File: config.mk
export PLATFORM = sky130hd
export DESIGN_NAME = pc_fetch_unit
export DESIGN_NICKNAME = d
export VERILOG_FILES = /design/src/rtl/pc_fetch_unit.sv
export SDC_FILE = /design/constraint.sdc
export NUM_CORES = 1
export LEC_CHECK = 0
export ABC_AREA = 1
export CAP_MARGIN = 20
export CORE_ASPECT_RATIO = 0.7
export CORE_MARGIN = 2
export CORE_UTILIZATION = 35
export DETAILED_ROUTE_END_ITERATION = 8
export PLACE_DENSITY = 0.76
export SYNTH_ARGS = -nofsm -noshare
export SYNTH_HDL_FRONTEND = slang
export SYNTH_SLANG_ARGS = --single-unit
File: constraint.sdc
create_clock -name clk -period 2.8 [get_ports clk]
set_input_delay 0.56 -clock clk [delete_from_list [all_inputs] [get_ports clk]]
set_output_delay 0.56 -clock clk [all_outputs]
set_load 0.1 [all_outputs]
File: src/rtl/pc_fetch_unit.sv
// pc_fetch_unit: PC register and instruction-fetch sequencer (IDLE/REQ/WAIT/HOLD[/TRAP]).
// Latency: accept -> instr_valid after 2 edges; 3 cycles per instruction with zero-wait memory.
// Backpressure: req held stable while !req_ready; instr held in HOLD while !instr_ready or stall.
// Optional: define MISALIGN_TRAP_EN to trap on a misaligned next_pc instead of truncating it.
module pc_fetch_unit #(
   parameter int               WIDTH    = 32,
   parameter logic [WIDTH-1:0] RESET_PC = '0
) (
   input  logic             clk,
   input  logic             rst,
   input  logic [WIDTH-1:0] next_pc,
   input  logic             stall,
   output logic [WIDTH-1:0] pc,
   output logic             req_valid,
   input  logic             req_ready,
   output logic [WIDTH-1:0] req_addr,
   input  logic             rsp_valid,
   input  logic [31:0]      rsp_data,
   output logic             instr_valid,
   input  logic             instr_ready,
   output logic [31:0]      instr,
   output logic [WIDTH-1:0] instr_pc,
   output logic             misalign_err
);

`ifdef MISALIGN_TRAP_EN
   typedef enum logic [2:0] {ST_IDLE, ST_REQ, ST_WAIT, ST_HOLD, ST_TRAP} state_t;
`else
   typedef enum logic [1:0] {ST_IDLE, ST_REQ, ST_WAIT, ST_HOLD} state_t;
`endif

   state_t           state_q, state_d;
   logic [WIDTH-1:0] pc_q, pc_d;
   logic [31:0]      instr_q, instr_d;
   logic             advance;

   // decode hands off the held word only when it is ready and the core is not stalled
   assign advance = instr_ready && !stall;

`ifdef MISALIGN_TRAP_EN
   logic err_q, err_d;

   // sticky misalignment flag, cleared only by reset
   always_ff @(posedge clk or posedge rst) begin
      if (rst) err_q <= 1'b0;
      else     err_q <= err_d;
   end

   assign misalign_err = err_q;
`else
   // the two low next_pc bits are dropped on purpose: the PC is forced word-aligned
   logic unused_np_lsb;
   assign unused_np_lsb = ^next_pc[1:0];
   assign misalign_err  = 1'b0;
`endif

   // state, PC and instruction registers; reset also drops any outstanding response
   always_ff @(posedge clk or posedge rst) begin
      if (rst) begin
         state_q <= ST_IDLE;
         pc_q    <= RESET_PC;
         instr_q <= 32'h0;
      end else begin
         state_q <= state_d;
         pc_q    <= pc_d;
         instr_q <= instr_d;
      end
   end

   // next-state logic; the PC only moves on the HOLD advance edge
   always_comb begin
      state_d = state_q;
      pc_d    = pc_q;
      instr_d = instr_q;
`ifdef MISALIGN_TRAP_EN
      err_d   = err_q;
`endif
      case (state_q)
         ST_IDLE: state_d = ST_REQ;
         ST_REQ: begin
            if (req_ready) state_d = ST_WAIT;
         end
         ST_WAIT: begin
            // responses are only meaningful here; elsewhere rsp_valid is ignored
            if (rsp_valid) begin
               instr_d = rsp_data;
               state_d = ST_HOLD;
            end
         end
         ST_HOLD: begin
            if (advance) begin
`ifdef MISALIGN_TRAP_EN
               pc_d = next_pc;
               if (next_pc[1:0] != 2'b00) begin
                  err_d   = 1'b1;
                  state_d = ST_TRAP;
               end else begin
                  state_d = ST_REQ;
               end
`else
               pc_d    = {next_pc[WIDTH-1:2], 2'b00};
               state_d = ST_REQ;
`endif
            end
         end
`ifdef MISALIGN_TRAP_EN
         ST_TRAP: state_d = ST_TRAP;
`endif
         default: state_d = ST_IDLE;
      endcase
   end

   // handshake outputs are pure functions of the current state
   always_comb begin
      req_valid   = (state_q == ST_REQ);
      instr_valid = (state_q == ST_HOLD);
   end

   assign pc       = pc_q;
   assign req_addr = pc_q;
   assign instr    = instr_q;
   assign instr_pc = pc_q;

endmodule

# After elaboration in Yosys (flattened, before gate mapping)

Cells that the tools add are included.
W data, S select, Z words.

Reduce and logical (&&, ||, !) cells: 6
Equality and inequality tests: 6
Mux-type cells: 4

Operators by type and width:

| cell                 | number |
|---|---|
| $pmux W2 S4          | 1 |
| $mux W2              | 3 |
| $eq A2 B2 Y1 const B | 2 |
| $ne A2 B1 Y1 const B | 2 |
| $reduce_and A2 Y1    | 2 |
| $reduce_and A3 Y1    | 1 |
| $eq A2 B1 Y1 const B | 1 |
| $logic_not A2 Y1     | 1 |
| $ne A2 B2 Y1 const B | 1 |
| $logic_and A1 B1 Y1  | 1 |
| $logic_not A1 Y1     | 1 |

Register bits after elaboration: 64
Input port bits: 70

# Depth between registers and ports, before layout

Depth in word-level cells: 4
Depth in mapped cells: 7
Gate-level depth less buffers: 6

# Worst setup path before layout

No wires, ideal clock.

Kind: register to output
Start: register pc_q[10] (netlist: instr_pc[10])
End: output port pc[10]
Setup slack: 0.883 ns
Stages on the path, launching flop included: 2
Required time: 2.240 ns
Arrival: 1.357 ns
Path through: dfrtp_1 -> buf_4

RTL lines:

| item                     | RTL line | source |
|---|---|---|
| start: declaration       | 33       | `logic [WIDTH-1:0] pc_q, pc_d;` |
| start signal: assignment | 65       | `pc_q <= pc_d;` |
| end: declaration         | 13       | `output logic [WIDTH-1:0] pc,` |

No word-level cell between the ends.

# Worst setup path in the final report

Start: register state_q[0]
End: output port instr_valid

Word-level cells in the longest chain between the ends: 1

Ends and longest elaborated chain:

| item                     | RTL line | source |
|---|---|---|
| start: declaration       | 32       | `state_t state_q, state_d;` |
| start signal: assignment | 64       | `state_q <= state_d;` |
| $eq A2 B2 Y1             | 116      | `instr_valid = (state_q == ST_HOLD);` |
| end: declaration         | 19       | `output logic instr_valid,` |

Every way passes these cells.

==> out/qor.csv <==
stage,metric,value,unit
status,status,completed,
finish,nets,563,
sta,finalSetupTns,0,ns
grt,grt_pass1_wl,12600,um
finish,final_common_cell,buf_4,
finish,design_area,4740,um^2
setup_path,endpoint_kind,output pin,
logic_synthesis,netlist_instances,360,
sta,worst_pin_slew,0.577,ns
clock_network,cts_sinks,64,
floorplan,io_pins,201,
clock_network,cts_resized,0,
clock_network,cts_tree,yes,
setup_path,cp_max_fo,5,
placement,io_buffers,191,
sta,period_needed,1.90,ns
clock_network,numCtsBuffers,9,
drt,wl_per_cell,13.0,um
worst_hold_path,min_to,instr[22],
setup_path,required,2.24,ns
clock_network,cts_max_path_buffers,2,
setup_path,reg2reg_depth,6,
logic_synthesis,synth_top_cell_area_share,48.5,%
job,cap_violations,0,
sta,fin_ws,0.900,ns
logic_synthesis,synth-seq-cells,64,
logic_synthesis,avgSynthCellArea,9.17,um^2
placement,gp_congestion,0.772,
sta,slew_headroom,61.4,%
setup_path,r2r-start,state_q[0],
floorplan,rows,29,
sta,max_freq,526,MHz
worst_hold_path,hold_class,flip-flop to flip-flop,
logic_synthesis,yosys.area.top_type,dfrtp_1,
drt,num_vias,2665,
sta,finalSetupViolCount,0,
floorplan,chipWidth,120,um
floorplan,fp.dieH,85.3,um
logic_synthesis,ys_seq_area_share,48.5,%
sta,final-max-slew-violation-count,0,
drt,drc,0,
finish,areaGrowthSynthToFinish,43.6,%
sta,rsz0062_at_grt,false,
finish,final_cell_mix,"buf_4 (128), nand2_1 (102), clkdlybuf4s50_1 (67)",
logic_synthesis,yosys_warnings,0,
finish,drive_gt1_share,35.4,%
floorplan,initial_core_util,36.2,%
grt,grt_pass1_vias,2538,
placement,place_area,4480,um^2
drt,routed_wl,8010,um
grt,antenna_found_initial,0,
sta,skew,0.00431,ns
finish,diodes,0,
drt,drt-initial-drc-count,155,
sta,fin_crit_sh,67.8,%
drt,via_per_inst,4.33,
setup_path,rr_endpoint,instr[2],
clock_network,htree_levels,3,
setup_path,critPathKind,flip-flop to output pin,
setup_path,regToRegSetupSlack,1.17,ns
placement,pre_cts_slack,0.737,ns
grt,grt_max_degree,41,
placement,dpl.hpwl,5920,um
grt,gr-total-overflow,0,
drt,ant_nets,0,
clock_network,post-cts-setup-buffers,0,
logic_synthesis,synth_area_leaders,"dfrtp_1 (49%), buf_4 (16%), nand2_1 (12%), o21ai_2 (8.0%), nand3_1 (5.0%)",
setup_path,arrival,1.34,ns
floorplan,dieArea,10200,um^2
drt,dr.pass1.iters,4,
logic_synthesis,mappedNetlistArea,3300,um^2
grt,grt.total_usage,15.7,%
sta,finalHoldViolations,0,
clock_network,insertion_delay,0.32,ns
worst_hold_path,hold_path_depth,2,
worst_hold_path,worstHoldStart,instr[22],
clock_network,cts_root_buf,clkbuf_16,
floorplan,coreArea,9110,um^2
clock_network,hold_buffers,0,
logic_synthesis,yosysUniqueCellTypes,13,
clock_network,clk_pin_slew,0.05,ns
setup_path,start_kind,flip-flop,
## kinds of logic (layout without fill, tap and decap cells)
logic type	after synthesis	count (layout)	synth area share (%)
AOI/OAI and AO/OA	30	30	7.96
DFF	64	64	48.5
and+or+nand+nor	139	139	17.9
adders and majority gates	4	4	1.52
other	1	7	0.114
buffers and inverters	122	247	24.0
## metal layers
layer | wire length (um) | global-route usage [%] | up-vias | part of all wire (%)
li1 | - | - | 1287 | -
met1 | 3260 | 18.2 | 1252 | 41
met3 | 755 | 6.59 | 8 | 9.4
met4 | 97 | 5.78 | 0 | 1.2
met2 | 3900 | 26.3 | 118 | 49
met5 | 0 | 0 | - | 0
## layout make-up
| cell class | count | area [um^2] |
|---|---|---|
| well taps | 124 | 155 |
| clock buffers | 12 | 256 |
| fillers | 855 | 4370 |
| flip-flops and latches | 64 | 1600 |
| clock inverters | 1 | 5.00 |
| repair buffers | 196 | 1650 |
| multi-input cells | 180 | 928 |
| inverters | 38 | 143 |
## state kept, by name, summed over array words and instances, names as in the netlist
name	flops
instr	32
instr_pc	30
state_q	2
## cells in the mapped netlist
cell type / instances
buf_2: 4
buf_4: 72
buf_6: 8
conb_1: 1
dfrtp_1: 64
ha_1: 4
inv_1: 38
nand2_1: 102
nand2_4: 1
nand3_1: 33
nand3_4: 1
nand4_1: 2
o21ai_2: 30
## metrics by stage
stage | hold WS (ns) | std cells | utilization, %
final | 0.472 | 615 | 52.1
after global routing | 0.491 | 615 | 52.1
after CTS | 0.472 | 615 | 52.1
after detailed placement | 0.460 | 602 | 49.2
after global placement | 0.456 | 602 | 49.2
after floorplan | 0.491 | 366 | -
## worst max-delay path, stage by stage, from the launching register on
cell,delay [ns]
dfrtp_1,0.43
ha_1,0.27
buf_4,0.32
## how the worst max path moves through the flow
stage                     from          end  slack (ns)  cells past startpoint
finish              state_q[0]  instr_valid        0.90                      2
global route        state_q[0]  instr_valid        0.83                      2
CTS                 state_q[0]  instr_valid        0.90                      2
detailed placement   rsp_valid     instr[2]        0.74                      4
global placement     rsp_valid    instr[29]        0.76                      4
floorplan                  rst     instr[0]        0.64                      1
Power is not shown: default switching activity piles up to over one toggle a cycle in this logic, so the estimate is an artifact.
